<file path="src/rtl/instr_fetch_pkg.sv">
`default_nettype none
// ============================================================================
//  Module   : instr_fetch_pkg
//  Purpose  : Shared types and constants for the instruction fetch stage:
//             datapath width, default NOP encoding, fetch FSM state encoding
//             and the {pc, instr} buffer entry layout.
//  Revision : 1.0  initial release
// ============================================================================
package instr_fetch_pkg;

  localparam int unsigned XLEN = 32;

  // addi x0, x0, 0
  localparam logic [XLEN-1:0] NOP_INSTR_DEFAULT = 32'h0000_0013;

  typedef enum logic [1:0] {
    ST_IDLE = 2'd0,  // no request on the bus
    ST_WAIT = 2'd1,  // request outstanding, data will be kept
    ST_DROP = 2'd2   // request outstanding, data will be discarded
  } fetch_state_e;

  typedef struct packed {
    logic [XLEN-1:0] pc;
    logic [XLEN-1:0] instr;
  } fetch_entry_t;

  // Fetch addresses are always word aligned.
  function automatic logic [XLEN-1:0] word_align(input logic [XLEN-1:0] addr);
    return {addr[XLEN-1:2], 2'b00};
  endfunction

endpackage
`default_nettype wire

</file>
<file path="src/rtl/instr_fetch_if.sv">
`default_nettype none
// ============================================================================
//  Module   : instr_fetch_if
//  Purpose  : Instruction memory req/ack handshake.
//  Signals  : IMEM_req  - request valid, held until IMEM_ack
//             IMEM_addr - word address, stable while IMEM_req is high
//             IMEM_ack  - one-cycle acknowledge, IMEM_data valid with it
//             IMEM_data - returned instruction word
//  Modports : master (fetch stage), slave (instruction memory)
//  Revision : 1.0  initial release
// ============================================================================
interface instr_fetch_if;

  logic                               IMEM_req;
  logic [instr_fetch_pkg::XLEN-1:0]   IMEM_addr;
  logic                               IMEM_ack;
  logic [instr_fetch_pkg::XLEN-1:0]   IMEM_data;

  modport master (
    output IMEM_req,
    output IMEM_addr,
    input  IMEM_ack,
    input  IMEM_data
  );

  modport slave (
    input  IMEM_req,
    input  IMEM_addr,
    output IMEM_ack,
    output IMEM_data
  );

endinterface
`default_nettype wire

</file>
<file path="src/rtl/instr_fetch_fifo.sv">
`default_nettype none
// ============================================================================
//  Module   : fetch_fifo
//  Purpose  : Synchronous FIFO holding fetched {pc, instr} entries.
//             Flush has priority over push and pop. Push into a full FIFO
//             and pop from an empty FIFO are ignored.
//  Ports    : i_clk, i_rst      - clock, synchronous active-high reset
//             i_flush           - empty the FIFO
//             i_push, i_wdata   - write an entry
//             i_pop             - drop the head entry
//             o_rdata           - head entry (undefined content when empty)
//             o_count           - occupancy, 0..DEPTH
//             o_full, o_empty   - occupancy flags
//  Revision : 1.0  initial release
// ============================================================================
module fetch_fifo #(
  parameter int unsigned DEPTH = 2,   // power of two, >= 2
  parameter int unsigned WIDTH = 64
) (
  input  logic                       i_clk,
  input  logic                       i_rst,
  input  logic                       i_flush,
  input  logic                       i_push,
  input  logic [WIDTH-1:0]           i_wdata,
  input  logic                       i_pop,
  output logic [WIDTH-1:0]           o_rdata,
  output logic [$clog2(DEPTH):0]     o_count,
  output logic                       o_full,
  output logic                       o_empty
);

  localparam int unsigned AW = $clog2(DEPTH);
  localparam int unsigned CW = AW + 1;
  localparam logic [CW-1:0] DEPTH_C = CW'(DEPTH);

  logic [WIDTH-1:0] mem_q [DEPTH];
  logic [AW-1:0]    rd_ptr_q, rd_ptr_d;
  logic [AW-1:0]    wr_ptr_q, wr_ptr_d;
  logic [CW-1:0]    count_q, count_d;
  logic             do_push, do_pop;

  assign o_empty = (count_q == '0);
  assign o_full  = (count_q == DEPTH_C);
  assign o_count = count_q;
  assign o_rdata = mem_q[rd_ptr_q];

  assign do_push = i_push && !o_full && !i_flush;
  assign do_pop  = i_pop && !o_empty && !i_flush;

  // Pointers wrap naturally because DEPTH is a power of two.
  always_comb begin
    rd_ptr_d = rd_ptr_q;
    wr_ptr_d = wr_ptr_q;
    count_d  = count_q;
    if (i_flush) begin
      rd_ptr_d = '0;
      wr_ptr_d = '0;
      count_d  = '0;
    end else begin
      if (do_push) wr_ptr_d = wr_ptr_q + 1'b1;
      if (do_pop)  rd_ptr_d = rd_ptr_q + 1'b1;
      case ({do_push, do_pop})
        2'b10:   count_d = count_q + 1'b1;
        2'b01:   count_d = count_q - 1'b1;
        default: count_d = count_q;
      endcase
    end
  end

  always_ff @(posedge i_clk) begin
    if (i_rst) begin
      rd_ptr_q <= '0;
      wr_ptr_q <= '0;
      count_q  <= '0;
    end else begin
      rd_ptr_q <= rd_ptr_d;
      wr_ptr_q <= wr_ptr_d;
      count_q  <= count_d;
    end
  end

  // Entry storage needs no reset: it is only observed through count_q.
  always_ff @(posedge i_clk) begin
    if (do_push) mem_q[wr_ptr_q] <= i_wdata;
  end

endmodule
`default_nettype wire

</file>
<file path="src/rtl/instr_fetch.sv">
`default_nettype none
// ============================================================================
//  Module   : instr_fetch
//  Purpose  : Instruction fetch stage. Holds the fetch PC, issues one word
//             request at a time to instruction memory, buffers returned
//             words in a small FIFO and presents them to decode. Handles
//             decode stall and redirect (branch / jump / exception / trap).
//  Ports    : i_clk, i_rst     - clock, synchronous active-high reset
//             imem             - instruction memory handshake (master)
//             i_Stall          - decode cannot accept this cycle
//             i_Redirect       - flush and restart at i_RedirectPC
//             i_RedirectPC     - new target, bits [1:0] ignored
//             o_Instr, o_PC    - head entry (NOP_INSTR / 0 when empty)
//             o_Valid          - head entry valid
//  Revision : 1.0  initial release
// ============================================================================
module instr_fetch
  import instr_fetch_pkg::*;
#(
  parameter logic [XLEN-1:0] RESET_PC   = 32'h0000_0000,
  parameter int unsigned     FIFO_DEPTH = 2,
  parameter logic [XLEN-1:0] NOP_INSTR  = NOP_INSTR_DEFAULT
) (
  input  logic             i_clk,
  input  logic             i_rst,
  instr_fetch_if.master    imem,
  input  logic             i_Stall,
  input  logic             i_Redirect,
  input  logic [XLEN-1:0]  i_RedirectPC,
  output logic [XLEN-1:0]  o_Instr,
  output logic [XLEN-1:0]  o_PC,
  output logic             o_Valid
);

  localparam int unsigned   CW      = $clog2(FIFO_DEPTH) + 1;
  localparam logic [CW-1:0] DEPTH_C = CW'(FIFO_DEPTH);

  fetch_state_e    state_q, state_d;
  logic [XLEN-1:0] fetch_pc_q, fetch_pc_d;
  logic [XLEN-1:0] addr_q, addr_d;
  logic            req_q;

  logic [CW-1:0]   fifo_count;
  logic [CW-1:0]   count_after;
  logic            fifo_full, fifo_empty;
  logic            push, pop;
  logic            ack_keep;
  logic [XLEN-1:0] redirect_pc;
  logic [XLEN-1:0] addr_inc;
  fetch_entry_t    head, wentry;
  logic            unused_redirect_lsbs;

  assign unused_redirect_lsbs = ^i_RedirectPC[1:0];

  assign redirect_pc = word_align(i_RedirectPC);
  assign addr_inc    = addr_q + 32'd4;

  // An ack is only kept when the outstanding request still belongs to the
  // current instruction stream and no redirect arrives with it.
  assign ack_keep = (state_q == ST_WAIT) && imem.IMEM_ack && !i_Redirect;
  assign push     = ack_keep;
  assign pop      = !fifo_empty && !i_Stall && !i_Redirect;

  // Occupancy after this cycle's push and pop; decides back-to-back issue.
  assign count_after = fifo_count + {{(CW-1){1'b0}}, push}
                                  - {{(CW-1){1'b0}}, pop};

  assign wentry.pc    = addr_q;
  assign wentry.instr = imem.IMEM_data;

  fetch_fifo #(
    .DEPTH (FIFO_DEPTH),
    .WIDTH ($bits(fetch_entry_t))
  ) u_fetch_fifo (
    .i_clk   (i_clk),
    .i_rst   (i_rst),
    .i_flush (i_Redirect),
    .i_push  (push),
    .i_wdata (wentry),
    .i_pop   (pop),
    .o_rdata (head),
    .o_count (fifo_count),
    .o_full  (fifo_full),
    .o_empty (fifo_empty)
  );

  always_comb begin
    state_d    = state_q;
    fetch_pc_d = fetch_pc_q;
    addr_d     = addr_q;
    case (state_q)
      ST_IDLE: begin
        if (i_Redirect) begin
          fetch_pc_d = redirect_pc;
        end else if (fifo_count < DEPTH_C) begin
          state_d = ST_WAIT;
          addr_d  = fetch_pc_q;
        end
      end
      ST_WAIT: begin
        if (i_Redirect) begin
          // A request cannot be withdrawn; without an ack it must be drained.
          fetch_pc_d = redirect_pc;
          state_d    = imem.IMEM_ack ? ST_IDLE : ST_DROP;
        end else if (imem.IMEM_ack) begin
          fetch_pc_d = addr_inc;
          if (count_after < DEPTH_C) begin
            addr_d = addr_inc;
          end else begin
            state_d = ST_IDLE;
          end
        end
      end
      ST_DROP: begin
        if (i_Redirect)    fetch_pc_d = redirect_pc;
        if (imem.IMEM_ack) state_d    = ST_IDLE;
      end
      default: state_d = ST_IDLE;
    endcase
  end

  always_ff @(posedge i_clk) begin
    if (i_rst) begin
      state_q    <= ST_IDLE;
      fetch_pc_q <= RESET_PC;
      addr_q     <= RESET_PC;
      req_q      <= 1'b0;
    end else begin
      state_q    <= state_d;
      fetch_pc_q <= fetch_pc_d;
      addr_q     <= addr_d;
      req_q      <= (state_d != ST_IDLE);
    end
  end

  assign imem.IMEM_req  = req_q;
  assign imem.IMEM_addr = addr_q;

  assign o_Valid = !fifo_empty;
  assign o_Instr = fifo_empty ? NOP_INSTR : head.instr;
  assign o_PC    = fifo_empty ? '0 : head.pc;

  // The FIFO's own full flag is redundant with count-gated issue.
  logic unused_fifo_full;
  assign unused_fifo_full = fifo_full;

endmodule
`default_nettype wire

</file>
<file path="src/flat_wrapper.sv">
// flat-port wrapper written by rule: the top's interface ports become plain ports
module instr_fetch_flat import instr_fetch_pkg::*;
#(
  parameter logic [XLEN-1:0] RESET_PC   = 32'h0000_0000,
  parameter int unsigned     FIFO_DEPTH = 2,
  parameter logic [XLEN-1:0] NOP_INSTR  = NOP_INSTR_DEFAULT
)
  (i_clk, i_rst, i_Stall, i_Redirect, i_RedirectPC, o_Instr, o_PC, o_Valid, imem_IMEM_req, imem_IMEM_addr, imem_IMEM_ack, imem_IMEM_data);
  instr_fetch_if imem_i ();
  input  logic i_clk;
  input  logic i_rst;
  input  logic i_Stall;
  input  logic i_Redirect;
  input  logic [XLEN-1:0] i_RedirectPC;
  output logic [XLEN-1:0] o_Instr;
  output logic [XLEN-1:0] o_PC;
  output logic o_Valid;
  output wire logic [$bits(imem_i.IMEM_req)-1:0] imem_IMEM_req;
  output wire logic [$bits(imem_i.IMEM_addr)-1:0] imem_IMEM_addr;
  input wire logic [$bits(imem_i.IMEM_ack)-1:0] imem_IMEM_ack;
  input wire logic [$bits(imem_i.IMEM_data)-1:0] imem_IMEM_data;
  assign imem_IMEM_req = imem_i.IMEM_req;
  assign imem_IMEM_addr = imem_i.IMEM_addr;
  assign imem_i.IMEM_ack = imem_IMEM_ack;
  assign imem_i.IMEM_data = imem_IMEM_data;
  instr_fetch #(.RESET_PC(RESET_PC), .FIFO_DEPTH(FIFO_DEPTH), .NOP_INSTR(NOP_INSTR)) u_core (.i_clk(i_clk), .i_rst(i_rst), .imem(imem_i), .i_Stall(i_Stall), .i_Redirect(i_Redirect), .i_RedirectPC(i_RedirectPC), .o_Instr(o_Instr), .o_PC(o_PC), .o_Valid(o_Valid));
endmodule
</file>
<file path="config.mk">
export PLATFORM = sky130hd
export DESIGN_NAME = instr_fetch_flat
export DESIGN_NICKNAME = d
export VERILOG_FILES = /design/src/rtl/instr_fetch_pkg.sv /design/src/rtl/instr_fetch_if.sv /design/src/rtl/instr_fetch_fifo.sv /design/src/rtl/instr_fetch.sv /design/src/flat_wrapper.sv
export SDC_FILE = /design/constraint.sdc
export NUM_CORES = 1
export LEC_CHECK = 0
export BUFFER_PORTS_ARGS = -buffer_cell sky130_fd_sc_hd__buf_2
export CAP_MARGIN = 5
export CORE_ASPECT_RATIO = 1.2
export CORE_MARGIN = 5
export CORE_UTILIZATION = 55
export DETAILED_ROUTE_END_ITERATION = 12
export PLACE_DENSITY = 0.88
export SETUP_SLACK_MARGIN = 0.05
export SYNTH_ARGS = -nofsm -noshare
export SYNTH_HDL_FRONTEND = slang
export SYNTH_HIERARCHICAL = 1
export SYNTH_SLANG_ARGS = --single-unit
</file>
<file path="constraint.sdc">
create_clock -name i_clk -period 5.6 [get_ports i_clk]
set_clock_uncertainty 0.1 [all_clocks]
set_input_delay 0.28 -clock i_clk [delete_from_list [all_inputs] [get_ports i_clk]]
set_output_delay 0.28 -clock i_clk [all_outputs]
set_load 0.02 [all_outputs]
</file>
**Word level (Yosys, flattened, before mapping)**

Memory sizes are Yosys's and may differ from the RTL's. A register that Yosys moved wholly into a read port is not among the register bits.
Index checks and enable logic that the tools add are counted.

- $add $sub $neg: 7
- Reductions and logical operators: 22
- Mux-type cells: 25
- Equality and inequality tests: 12
- Order comparisons: 2

Operator list:

| cell | number |
|---|---|
| 32-bit two-way mux | 10 |
| 32-bit one-hot mux with 2 select lines | 2 |
| 32-bit by 3-bit adder with 32-bit output, second input constant | 1 |
| 2-bit two-way mux | 7 |
| 1-bit logical AND | 8 |
| 2-bit inequality test, second input constant | 4 |
| 2-bit nonzero test | 4 |
| 2-bit equality test, second input constant | 3 |
| 2-bit one-hot mux with 3 select lines | 1 |
| 6-bit AND reduction | 1 |
| 2-bit by 1-bit equality test with 1-bit output, second input constant | 2 |
| 1-bit logical NOT | 4 |
| 2-bit logical NOT | 2 |
| 2-bit less-than comparator, second input constant | 2 |
| 1-bit two-way mux | 4 |
| 2-bit by 1-bit inequality test with 1-bit output, second input constant | 2 |
| 2-bit one-hot mux with 2 select lines | 1 |
| 2-bit OR reduction | 2 |
| 3-bit inequality test, second input constant | 1 |
| 3-bit AND reduction | 1 |
| 1-bit adder, second input constant | 2 |
| 2-bit by 1-bit adder with 2-bit output | 1 |
| 2-bit by 1-bit adder with 2-bit output, second input constant | 1 |
| 2-bit by 1-bit subtractor with 2-bit output | 1 |
| 2-bit by 1-bit subtractor with 2-bit output, second input constant | 1 |

- Register bits after elaboration: 71
- Bits in writable memories: 128
- Word-level logic and storage cells: 76
- Output and inout port bits: 98
- Bits of input ports: 69
- Memories: 1

Memory list:

| memory | depth | width | read ports | clocked after memory_dff | write ports | RTL line | RTL |
|---|---|---|---|---|---|---|---|
| u_core.u_fetch_fifo.mem_q | 2 | 64 | 1 | 1 | 1 | instr_fetch_fifo.sv:36 | `logic [WIDTH-1:0] mem_q [DEPTH];` |

**Depth between registers and ports, before layout**

- Word-level depth: 11
- Depth in mapped cells: 11
- Depth with buffers taken out: 10

**By module**

The synthesis kept the hierarchy.

By module, submodules not included:

| module | times used | cells an instance | sequential area each (um2) | area each (um2) |
|---|---|---|---|---|
| fetch_fifo | 1 | 227 | 3943.8 | 4830.9 |
| instr_fetch | 1 | 563 | 1341.3 | 4199.0 |

**Least setup slack after synthesis**

OpenSTA, ideal clock, no wires.

- Path type: reg2reg
- Start: reg u_core.state_q[0]
- End: mem u_core.u_fetch_fifo.mem_q[0][0], enable pin
- Cell stages (with the launch flop): 7
- Arrival time: 3742 ps
- Clock period less this slack: 4329 ps
- Slack: 1271 ps
- Library setup time: 486 ps
- Required time: 5014 ps
- Cells stage by stage: dfxtp_1 > and2_1 > o21a_4 > nand2_2 > inv_2 > nand3b_1 > nor2_1

- Word-level cells in the longest chain between the ends: 7

RTL lines:

| item | RTL line | RTL |
|---|---|---|
| start: declaration | instr_fetch.sv:38 | `fetch_state_e state_q, state_d;` |
| start signal: assignment | instr_fetch.sv:129 | `state_q <= state_d;` |
| 2-bit by 1-bit equality test with 1-bit output | instr_fetch.sv:60 | `assign ack_keep = (state_q == ST_WAIT) && imem.IMEM_ack && !i_Redirect;` |
| 1-bit logical AND (2 in series) | instr_fetch.sv:60 |  |
| net u_core.ack_keep | instr_fetch.sv:47 | `logic ack_keep;` |
| 1-bit logical AND (2 in series) | instr_fetch_fifo.sv:47 | `assign do_push = i_push && !o_full && !i_flush;` |
| 1-bit two-way mux | instr_fetch_fifo.sv:84 | `if (do_push) mem_q[wr_ptr_q] <= i_wdata;` |
| 1-bit two-way mux (implied by the code) | instr_fetch_fifo.sv:84 |  |
| end: declaration | instr_fetch_fifo.sv:36 |  |

The timed path passes the listed nets, and every way through them passes these cells.

**Worst setup path in the final report**

- Start: reg u_core.state_q[0]
- End: reg u_core.addr_q[6] (netlist: u_core/imem.IMEM_addr[6])

- Word-level cells in the longest chain between the ends: 8

RTL lines:

| item | RTL line | RTL |
|---|---|---|
| 2-bit by 1-bit equality test with 1-bit output | instr_fetch.sv:60, instr_fetch.sv:91 |  |
| 1-bit logical AND (2 in series) | instr_fetch.sv:60 |  |
| 2-bit by 1-bit adder with 2-bit output | instr_fetch.sv:65 | `assign count_after = fifo_count + {{(CW-1){1'b0}}, push}` |
| 2-bit by 1-bit subtractor with 2-bit output | instr_fetch.sv:66 | `- {{(CW-1){1'b0}}, pop};` |
| 2-bit less-than comparator | instr_fetch.sv:107 | `if (count_after < DEPTH_C) begin` |
| 2-bit inequality test (no line) | n/a |  |
| 6-bit AND reduction (no line) | n/a |  |
| end signal: assignment | instr_fetch.sv:131 | `addr_q <= addr_d;` |
| end: declaration | instr_fetch.sv:40 | `logic [XLEN-1:0] addr_q, addr_d;` |

Several ways; a longest one is shown, not always the timed one.
A chain may end at the register's enable or synchronous reset.

==> run_summary.xml <==
<?xml version="1.0" encoding="UTF-8"?>
<metrics>
  <group name="outcome">
    <metric name="outcome" unit="">completed</metric>
  </group>
  <group name="worst_setup_path">
    <metric name="worstReg2RegStart" unit="">u_core/state_q[0]</metric>
    <metric name="worstSetupPathType" unit="">flip-flop to flip-flop</metric>
    <metric name="critPathLaunch" unit="">u_core/state_q[0]</metric>
    <metric name="crit_path_top_delay_cell" unit="">nor2_2</metric>
    <metric name="worst_ep_required_time" unit="ns">5.85</metric>
    <metric name="critical_path_arrival" unit="ns">3.90</metric>
    <metric name="timing.critical_path.fanout_max" unit="">24</metric>
    <metric name="rr_worst_depth" unit="">10</metric>
    <metric name="path_cells" unit="">nand2_1, o21a_4, nand2_2, ha_1, nor2b_1, xnor2_1, mux2i_4, nor2_2, o21ai_0, a21oi_1</metric>
    <metric name="slowest_delay" unit="ns">0.84</metric>
    <metric name="r2r_end" unit="">u_core/imem.IMEM_addr[6]</metric>
    <metric name="start_kind" unit="">flip-flop</metric>
    <metric name="regToRegSetupSlack" unit="ns">1.94</metric>
    <metric name="timing.critical_path.to_type" unit="">flip-flop</metric>
  </group>
  <group name="sta">
    <metric name="report.final.slew_viol_count" unit="">0</metric>
    <metric name="setup-violations-final" unit="">0</metric>
    <metric name="timing_worst_slew_pin_value" unit="ns">1.091</metric>
    <metric name="finalCriticalPeriod" unit="ns">3.658</metric>
    <metric name="unrepaired_setup_endpoints_after_global_routing" unit="">false</metric>
    <metric name="max-slew-margin-rel" unit="%">27.22</metric>
    <metric name="timing.fmax" unit="GHz">0.2734</metric>
    <metric name="layout_worst_path_cycle_share" unit="%">65.31</metric>
    <metric name="totalNegativeSetupSlack" unit="ns">0</metric>
    <metric name="finalHoldViolations" unit="">0</metric>
  </group>
  <group name="grt">
    <metric name="first_global_vias" unit="">6704</metric>
    <metric name="groute.usage.overall" unit="%">22.67</metric>
    <metric name="grt_start_max_net_pins" unit="">66</metric>
    <metric name="grt_first_pass_wirelength" unit="mm">34.46</metric>
    <metric name="grt_antenna_before_repair" unit="">0</metric>
    <metric name="globalRouteOverflowTotal" unit="">0</metric>
  </group>
  <group name="layout">
    <metric name="post_route_cells_drive_above_1_share" unit="%">29.68</metric>
    <metric name="post_layout_utilization_of_the_core" unit="%">67.25</metric>
    <metric name="num-nets-final" unit="">1036</metric>
    <metric name="final_cell_area" unit="mm^2">0.01090</metric>
    <metric name="area_delta_synth_final" unit="%">20.75</metric>
    <metric name="fillCellCount" unit="">1240</metric>
    <metric name="multi_input_area" unit="mm^2">0.003517</metric>
    <metric name="register_area" unit="mm^2">0.005286</metric>
  </group>
  <group name="drt">
    <metric name="router_iterations_before_antenna_repair" unit="">5</metric>
    <metric name="post-route-drc-count" unit="">0</metric>
    <metric name="avgRoutedWirePerCell" unit="um">18.25</metric>
    <metric name="route.vias.total" unit="">6860</metric>
    <metric name="finalWirelength" unit="mm">21.72</metric>
    <metric name="route.antenna.remaining_nets" unit="">0</metric>
    <metric name="number_of_design_rule_violations_left_by_the_first_detailed_router_iteration" unit="">614</metric>
    <metric name="drt_via_density" unit="">5.765</metric>
  </group>
  <group name="clocking">
    <metric name="cts_inserted_buffers" unit="">17</metric>
    <metric name="h-tree-depth" unit="">4</metric>
    <metric name="cts.reportedPaths.clkPinSlew" unit="ns">0.07</metric>
    <metric name="cts_tree" unit="">yes</metric>
    <metric name="post_cts.resized_instances" unit="">0</metric>
    <metric name="cts_max_path_buffers" unit="">2</metric>
    <metric name="ctsRootBufferMaster" unit="">clkbuf_16</metric>
    <metric name="hold_buf_cts" unit="">33</metric>
    <metric name="clkLatencyLatePin" unit="ns">0.43</metric>
    <metric name="clock_sink_count" unit="">200</metric>
    <metric name="number_of_buffers_inserted_to_repair_setup_after_cts" unit="">0</metric>
  </group>
  <group name="power_and_ir_drop">
    <metric name="power_density" unit="mW/mm^2">278.0</metric>
    <metric name="peakVddDrop" unit="V">0.0002505</metric>
    <metric name="power.leakage" unit="nW">4.088</metric>
  </group>
  <group name="placed_design">
    <metric name="portBuffers" unit="">164</metric>
    <metric name="post_dp_cell_area" unit="mm^2">0.01001</metric>
    <metric name="final_wtd_congestion" unit="">0.8489</metric>
    <metric name="hpwl_detailed" unit="mm">13.77</metric>
  </group>
  <group name="hold_path">
    <metric name="hold_path_end" unit="">u_core/fetch_pc_q[3]</metric>
    <metric name="timing.hold.worst_path_depth" unit="">3</metric>
    <metric name="min_from" unit="">i_RedirectPC[3]</metric>
    <metric name="hold_path.class" unit="">primary input to flip-flop</metric>
  </group>
  <group name="synthesis">
    <metric name="post_synth_inst_count" unit="">789</metric>
    <metric name="synthesis.area" unit="mm^2">0.009026</metric>
    <metric name="count_of_synthesis_stage_warnings_from_yosys" unit="">6</metric>
    <metric name="synth.net_count" unit="">861</metric>
    <metric name="synthesized_area_per_cell" unit="um^2">11.44</metric>
  </group>
  <group name="floorplanning">
    <metric name="start_util" unit="%">55.69</metric>
    <metric name="core_area" unit="mm^2">0.01621</metric>
    <metric name="die_width" unit="um">126.9</metric>
    <metric name="floorplan_die_height" unit="um">150.3</metric>
    <metric name="boundaryPins" unit="">167</metric>
    <metric name="fp.dieArea" unit="mm^2">0.01908</metric>
    <metric name="std_cell_rows" unit="">51</metric>
  </group>
  <group name="run">
    <metric name="maxCapViolations" unit="">0</metric>
  </group>
</metrics>
-- per-stage QoR --
step                cells  hold slack, ns  setup WS [ns]  total power [mW]
CTS                  1189         0.01868          2.033             3.043
global placement     1124          0.3375          2.102             1.874
finish               1190         0.03421          1.942             3.030
floorplan             789          0.2677          1.271             1.800
detailed placement   1124          0.3535          2.091             1.882
global route         1189         0.02819          1.725             3.135
-- final cells by class --
cell class,instances,area share [%]
sequential,200,48.50
multi-input combinational,528,32.27
timing repair buffer,208,11.32
clock buffer,23,4.592
tap,212,2.434
clock inverter,9,0.5510
inverter,9,0.3100
antenna,1,0.02296
-- cell usage in the layout, fill, tap and decap left out, types with 4 or more instances in the layout --
cell           instances
a211oi_1               9
clkbuf_16             19
nand3_1               15
o31ai_1                5
nand2b_1               6
xnor2_1               20
dlygate4sd3_1         33
xor2_1                11
nor2b_1               64
buf_2                164
buf_4                 11
and4_1                 6
inv_1                  8
and2_1                 9
clkinv_2               4
o32ai_1                4
o21ai_0               22
nand4_1                7
o22ai_1               15
or2_2                  5
a32oi_1               13
nor2_1                64
edfxtp_1             128
mux2_2                64
nor3_1                10
dfxtp_1               71
nand2_1               60
a21oi_1               47
a22o_1                13
and3_1                 8
a31oi_1                4
-- flip-flops by register name (all words and copies together) (netlist names), named ones only --
name and flops:
u_core/imem.IMEM_addr 32, u_core/u_fetch_fifo/rd_ptr_q 1, u_core/u_fetch_fifo/wr_ptr_q 1, u_core/u_fetch_fifo/mem_q 128, u_core/fetch_pc_q 32, u_core/u_fetch_fifo/o_count 2
u_core/state_q 2, u_core/imem.IMEM_req 1
-- worst max-delay path, delay by kind of cell (launching register included) --
family | cells | cell delay [ns]
DFF | 1 | 0.39
muxes | 1 | 0.15
adders and majority gates | 1 | 0.29
AOI/OAI and AO/OA | 3 | 0.81
and+or+nand+nor | 4 | 1.47
xor gates and xnor gates | 1 | 0.36
-- worst max-delay path by stage --
stage                                      end  cells past startpoint
2_1_floorplan  u_core/u_fetch_fifo/mem_q[0][0]                      6
3_3_place_gp         u_core/imem.IMEM_addr[23]                     10
3_5_place_dp         u_core/imem.IMEM_addr[23]                     10
4_1_cts               u_core/imem.IMEM_addr[6]                     10
5_1_grt               u_core/imem.IMEM_addr[6]                     10
6_report              u_core/imem.IMEM_addr[6]                     10
-- layer usage --
layer / share of wire [%] / global-route usage (%)
met5: 0 / 0
met1: 40 / 27.70
met2: 49 / 38.74
met4: 3.2 / 9.818
met3: 7.3 / 5.039
-- power by group --
group          internal [mW]  switching, mW  total (mW)
Clock                  0.635          0.523        1.16
Sequential              1.60         0.0421        1.64
Combinational         0.0992          0.132       0.231
Total                   2.33          0.697        3.03
(Power assumes the default switching activity.)
